--- src/rtl/mem_arbiter.sv ---
// Arbitrates an instruction-fetch port and a load/store port onto one strobed memory.
// Build option: define ARB_ROUND_ROBIN_EN for an alternating tie-break; otherwise data wins ties.
module mem_arbiter #(
  parameter int unsigned WAIT_CYCLES = 1
) (
  input  logic       clock,
  input  logic       reset,
  input  logic       f_req,
  input  logic [7:0] f_addr,
  output logic       f_ack,
  output logic [7:0] f_rdata,
  input  logic       d_req,
  input  logic       d_we,
  input  logic [7:0] d_addr,
  input  logic [7:0] d_wdata,
  output logic       d_ack,
  output logic [7:0] d_rdata,
  output logic [7:0] address,
  output logic [7:0] to_mem,
  input  logic [7:0] from_mem,
  output logic       mem_clock,
  output logic       mem_write,
  output logic       busy
);

  typedef enum logic [1:0] {
    IDLE   = 2'd0,
    STROBE = 2'd1,
    WAIT   = 2'd2,
    DONE   = 2'd3
  } state_t;

  localparam logic [3:0] WAIT_LOAD = (WAIT_CYCLES == 32'd0) ? 4'd0 : 4'(WAIT_CYCLES - 32'd1);

  state_t     state_q;
  logic [3:0] wait_cnt_q;
  logic       sel_data_q;
  logic       f_ack_q, d_ack_q;
  logic [7:0] f_rdata_q, d_rdata_q;
  logic [7:0] address_q, to_mem_q;
  logic       mem_clock_q, mem_write_q, busy_q;
  logic       grant_d, sel_data_d;
`ifdef ARB_ROUND_ROBIN_EN
  logic       last_data_q;
`endif

  // Grant decision: only from IDLE, and never while an ack from the previous transfer is visible.
  always_comb begin
    grant_d    = 1'b0;
    sel_data_d = 1'b0;
    if ((state_q == IDLE) && !f_ack_q && !d_ack_q && (f_req || d_req)) begin
      grant_d = 1'b1;
      if (f_req && d_req) begin
`ifdef ARB_ROUND_ROBIN_EN
        sel_data_d = ~last_data_q;
`else
        sel_data_d = 1'b1;
`endif
      end else begin
        sel_data_d = d_req;
      end
    end else begin
      grant_d    = 1'b0;
      sel_data_d = 1'b0;
    end
  end

  // Transaction FSM; every output is a register updated here.
  always_ff @(posedge clock) begin
    if (reset) begin
      state_q     <= IDLE;
      wait_cnt_q  <= 4'd0;
      sel_data_q  <= 1'b0;
      f_ack_q     <= 1'b0;
      d_ack_q     <= 1'b0;
      f_rdata_q   <= 8'h00;
      d_rdata_q   <= 8'h00;
      address_q   <= 8'h00;
      to_mem_q    <= 8'h00;
      mem_clock_q <= 1'b0;
      mem_write_q <= 1'b0;
      busy_q      <= 1'b0;
`ifdef ARB_ROUND_ROBIN_EN
      last_data_q <= 1'b1;
`endif
    end else begin
      f_ack_q <= 1'b0;
      d_ack_q <= 1'b0;
      case (state_q)
        IDLE: begin
          if (grant_d) begin
            state_q     <= STROBE;
            busy_q      <= 1'b1;
            mem_clock_q <= 1'b1;
            sel_data_q  <= sel_data_d;
            address_q   <= sel_data_d ? d_addr : f_addr;
            to_mem_q    <= sel_data_d ? d_wdata : to_mem_q;
            mem_write_q <= sel_data_d & d_we;
`ifdef ARB_ROUND_ROBIN_EN
            last_data_q <= sel_data_d;
`endif
          end
        end
        STROBE: begin
          mem_clock_q <= 1'b0;
          wait_cnt_q  <= WAIT_LOAD;
          if (WAIT_CYCLES == 32'd0) begin
            state_q <= DONE;
          end else begin
            state_q <= WAIT;
          end
        end
        WAIT: begin
          if (wait_cnt_q == 4'd0) begin
            state_q <= DONE;
          end else begin
            wait_cnt_q <= wait_cnt_q - 4'd1;
          end
        end
        DONE: begin
          state_q     <= IDLE;
          busy_q      <= 1'b0;
          mem_write_q <= 1'b0;
          // mem_write_q still holds the latched store flag at this point.
          if (sel_data_q) begin
            d_ack_q <= 1'b1;
            if (!mem_write_q) begin
              d_rdata_q <= from_mem;
            end
          end else begin
            f_ack_q   <= 1'b1;
            f_rdata_q <= from_mem;
          end
        end
        default: state_q <= IDLE;
      endcase
    end
  end

  assign f_ack     = f_ack_q;
  assign d_ack     = d_ack_q;
  assign f_rdata   = f_rdata_q;
  assign d_rdata   = d_rdata_q;
  assign address   = address_q;
  assign to_mem    = to_mem_q;
  assign mem_clock = mem_clock_q;
  assign mem_write = mem_write_q;
  assign busy      = busy_q;

endmodule

--- config.mk ---
export PLATFORM = sky130hd
export DESIGN_NAME = mem_arbiter
export DESIGN_NICKNAME = d
export VERILOG_FILES = /design/src/rtl/mem_arbiter.sv
export SDC_FILE = /design/constraint.sdc
export NUM_CORES = 1
export LEC_CHECK = 0
export ABC_AREA = 1
export ABC_CLOCK_PERIOD_IN_PS = 1900
export CAP_MARGIN = 10
export CORE_UTILIZATION = 43
export DETAILED_ROUTE_END_ITERATION = 12
export PLACE_DENSITY = 0.79
export REMOVE_ABC_BUFFERS = 1
export SETUP_SLACK_MARGIN = 0.1
export SKIP_CTS_REPAIR_TIMING = 1
export SLEW_MARGIN = 5
export SYNTH_ARGS = -nofsm -noshare
export SYNTH_HDL_FRONTEND = slang
export SYNTH_SLANG_ARGS = --single-unit
--- constraint.sdc ---
create_clock -name clock -period 1.9 [get_ports clock]
set_input_delay 0.38 -clock clock [delete_from_list [all_inputs] [get_ports clock]]
set_output_delay 0.38 -clock clock [all_outputs]
set_load 0.02 [all_outputs]
### Word-level counts from Yosys, hierarchy flattened

Index checks and enable logic that the tools add are counted.

* bits in registers: 44
* input bits: 37
* output and inout port bits: 37

* $add $sub $neg: 1
* equality and inequality tests: 6
* muxes and demuxes: 16
* bitwise operators: 4
* reductions and logical operators: 21

Operators by type and width (number)
* $reduce_and 2->1: 6
* $mux 8: 1
* $pmux 2 s4: 1
* $pmux 4 s2: 1
* $mux 1: 7
* $ne 2x2->1 const B: 3
* $pmux 1 s2: 3
* $reduce_and 3->1: 2
* $reduce_bool 2->1: 3
* $eq 2x2->1 const B: 2
* $logic_and 1x1->1: 4
* $logic_not 4->1: 1
* $mux 2: 2
* $mux 4: 1
* $sub 4x1->4 const B: 1
* $not 1->1: 3
* $eq 2x1->1 const B: 1
* $logic_not 1->1: 2
* $logic_not 2->1: 1
* $reduce_or 2->1: 1
* $and 1x1->1: 1
* $logic_or 1x1->1: 1

### Longest topological paths before layout

* word-level depth: 8
* mapped depth: 9

### Worst setup path before layout

OpenSTA, ideal clock, no wires.

* kind: register -> register
* start: register state_q[0]
* end: register address_q[0] (netlist: address[0])
* data arrival time: 1.208 ns
* data required time: 1.784 ns
* path slack: 0.576 ns
* cell stages (with the launch flop): 9
* buffers on the path: 1
* period minus slack after synthesis: 1.324 ns
* cell sequence: dfxtp_1 -> inv_1 -> ha_1 -> inv_1 -> nor2_1 -> nand3_2 -> buf_6 -> o21ai_0 -> nor2_1

* word-level cells in the longest chain between the ends: 6
* elaborated cells on any way between the ends: 8
* those cells by class: mux: 3; reduce/logical: 5

RTL lines
* start, declared: line 35 `state_t state_q;`
* start signal, assigned: line 71 `state_q <= IDLE;`
* start signal, assigned: line 92 `state_q <= STROBE;`
* start signal, assigned: line 108 `state_q <= DONE;`
* $logic_not 2->1 *: line 51, 89
* $logic_and 1x1->1 (3 in a row): line 51 `if ((state_q == IDLE) && !f_ack_q && !d_ack_q && (f_req || d_req)) begin`
* $mux 1: line 51
* $mux 8 or $reduce_and 2->1 (tied branches)
* end signal, assigned: line 96 `address_q <= sel_data_d ? d_addr : f_addr;`
* end, declared: line 40 `logic [7:0] address_q, to_mem_q;`

Mark *: on every way between the ends. The rest lies on a longest branch, timed or not.
A chain may end at the register's enable or synchronous reset.

### Final worst setup path

* start: register mem_write_q (netlist: mem_write)
* end: output port mem_write

RTL lines
* start, declared: line 41 `logic mem_clock_q, mem_write_q, busy_q;`
* start signal, assigned: line 98 `mem_write_q <= sel_data_d & d_we;`
* end, declared: line 22 `output logic mem_write,`

No word-level cell between the ends.

==> load_flow_metrics.sql <==
INSERT INTO impl_metrics (metric_group, metric, value, unit) VALUES
('floorplanning', 'chipWidth', '67.6', 'µm'),
('timing', 'finalHoldViolations', '0', ''),
('timing', 'max_slew.worst_pin.slew', '0.750', 'ns'),
('outcome', 'status', 'complete, no violations', ''),
('yosys', 'yosys_warnings', '0', ''),
('yosys', 'synth_top_family_by_area', 'simple AND/OR/NAND/NOR gates', ''),
('power', 'seq_power_share', '37.6', '%'),
('power', 'switching_power', '1.14', 'mW'),
('power', 'finalPower', '3.29', 'mW'),
('yosys', 'synth-xor-area-share', '0', '%'),
('worst_setup_path', 'data_required_critical_path', '1.52', 'ns'),
('layout', 'drive_above_1_share', '6.71', '%'),
('timing', 'achievable-frequency', '582', 'MHz'),
('worst_setup_path', 'crit_buf_inv', '1', ''),
('global_routing', 'antenna_found_initial', '0', ''),
('placed_design', 'routabilityCongestion', '0.787', ''),
('global_routing', 'grt_first_pass_wirelength', '7140', 'µm'),
('placed_design', 'dpl.hpwl', '3100', 'µm'),
('worst_setup_path', 'critical_path.max_stage_delay', '0.65', 'ns'),
('worst_setup_path', 'critical_path_class', 'flip-flop to output pin', ''),
('yosys', 'syn_avg_cell_area', '7.42', 'µm²'),
('yosys', 'synth-compound-area-share', '12.5', '%'),
('timing', 'finalCritPeriodShare', '90.4', '%'),
('layout', 'finalNetCount', '371', ''),
('timing', 'setup_repair_after_global_routing_missed_its_margin', 'no', ''),
('worst_setup_path', 'worstPathCellList', 'clkdlybuf4s50_1', ''),
('yosys', 'synth_simple_gate_area_share', '28.4', '%'),
('yosys', 'syn_std_cell_area', '0.00185', 'mm²'),
('yosys', 'yosys-top-cells-area', 'dfxtp_1 48%, nor2_1 12%, nand2_1 11%', ''),
('power', 'power_frac_comb', '39.1', '%'),
('routing', 'routed_wirelength', '4340', 'µm'),
('power', 'power_density', '1190', 'mW/mm²'),
('layout', 'layout.cells.most_common', 'clkdlybuf4s50_1', ''),
('cts', 'tritoncts', 'yes', ''),
('global_routing', 'grt_pass1_vias', '1626', ''),
('routing', 'number_of_nets_with_antenna_violations_after_routing', '0', ''),
('global_routing', 'grtUsageTotal', '20.8', '%'),
('routing', 'dr_total_vias', '1775', ''),
('cts', 'insertion_delay', '0.29', 'ns'),
('timing', 'slew_margin_rel', '49.9', '%'),
('timing', 'clock-skew-final', '0.00826', 'ns'),
('worst_setup_path', 'critPathArrivalTime', '1.34', 'ns'),
('layout', 'syn_to_final_growth', '49.4', '%'),
('hold_path', 'worst_hold_path_type', 'flip-flop to flip-flop', ''),
('power', 'p_int', '2.15', 'mW'),
('worst_setup_path', 'crit_path_max_fanout', '3', ''),
('timing', 'timing.final.max_slew_violations', '0', ''),
('cts', 'clock_sink_count', '44', ''),
('worst_setup_path', 'cpLargestDelayFamily', 'buffers and inverters', ''),
('routing', 'drt_iter0_drc', '75', ''),
('layout', 'count_of_inserted_antenna_diode_cells', '0', ''),
('yosys', 'synth_area_leader_cell', 'dfxtp_1', ''),
('global_routing', 'grt.overflow.total', '0', ''),
('yosys', 'syn-instance-count', '249', ''),
('floorplanning', 'die_y_extent', '67.6', 'µm'),
('floorplanning', 'top_level_pins', '74', ''),
('floorplanning', 'dieArea', '0.00456', 'mm²'),
('timing', 'timing.final.crit_period', '1.72', 'ns'),
('timing', 'setup_viol', '0', ''),
('floorplanning', 'initial_core_util', '45.5', '%'),
('routing', 'first_pass_iters', '4', ''),
('routing', 'vias_per_cell', '4.70', ''),
('power', 'power.clock.fraction', '23.3', '%'),
('yosys', 'fraction_of_the_yosys_area_taken_by_sequential_cells', '47.7', '%'),
('floorplanning', 'core-area', '0.00406', 'mm²'),
('floorplanning', 'std_cell_rows', '23', ''),
('cts', 'cts.root.buffer_cell', 'clkbuf_8', ''),
('layout', 'fillers', '347', ''),
('timing', 'totalNegativeSetupSlack', '0', 'ns'),
('layout', 'utilization_after_layout', '68.1', '%'),
('cts', 'clockBufferDepth', '2', '');
[routing by layer]
metal | global-route usage, % | wire (µm) | vias up
met3 | 7.94 | 337 | 5
li1 | - | - | 939
met2 | 33.0 | 1930 | 59
met5 | 0 | 0 | -
met4 | 6.38 | 41 | 0
met1 | 25.6 | 2040 | 772
[layout make-up]
class                      instances  area [µm²]  area share, %
clock inverter                     1        30.0           1.09
inverter                          21        85.1           3.08
tap                               50        62.6           2.27
clock buffer                       7        96.3           3.49
sequential                        44         881           31.9
multi-input combinational        178         846           30.6
timing repair buffer              77         761           27.5
[synth_stat cells]
cell type,count
nand3_2,1
dfxtp_1,44
nand4_4,1
nand2_2,1
inv_6,1
clkinv_1,1
clkbuf_1,3
inv_1,17
or2_2,1
clkbuf_2,1
nor2_1,61
ha_1,7
inv_2,1
buf_6,2
nand2_1,52
clkinv_2,1
o211ai_1,2
nand3_1,7
o21ai_0,27
nor2_4,2
a21oi_1,16
[worst min-delay path, delay by kind of cell (launching register included)]
| family | cells | cell delay (ns) |
|---|---|---|
| DFF | 1 | 0.31 |
| and+or+nand+nor | 1 | 0.06 |
| AOI/OAI and AO/OA | 1 | 0.05 |
[per-stage QoR]
step	instance area, µm²	hold WS, ns	cells	setup WS [ns]
after floorplan	1810	0.425	243	0.496
after global placement	2630	0.444	370	0.149
after detailed placement	2630	0.452	370	0.112
after CTS	2760	0.465	378	0.165
after global routing	2760	0.492	378	0.102
final	2760	0.464	378	0.182
[logic make-up after synthesis]
kind of cell	after synthesis
simple gates	126
buf+inv	27
fa+ha+maj	7
compound gates	45
flops	44
[registers in the layout, indices dropped and copies added, names as in the netlist]
name and count:
d_ack 1, mem_write 1, mem_clock 1, to_mem 8, address 8, f_ack 1
wait_cnt_q 4, busy 1, f_rdata 8, state_q 2, sel_data_q 1, d_rdata 8
[power groups by stage]
stage | combinational [mW] | clock, mW | sequential, mW
5_1_grt | 1.44 | 0.830 | 1.26
3_3_place_gp | 1.26 | 0 | 1.25
4_1_cts | 1.29 | 0.781 | 1.24
3_5_place_dp | 1.29 | 0 | 1.25
2_1_floorplan | 0.570 | 0 | 1.42
6_report | 1.29 | 0.766 | 1.24
[worst paths after layout]
path	startpoint	to	slack, ns	cells after the start
hold reg to reg	to_mem[4]	to_mem[4]	0.46	2
hold / removal	to_mem[4]	to_mem[4]	0.46	2
setup reg to reg	state_q[0]	mem_clock	0.32	9
setup / recovery	mem_write	mem_write	0.18	1
(Power assumes the default switching activity.)
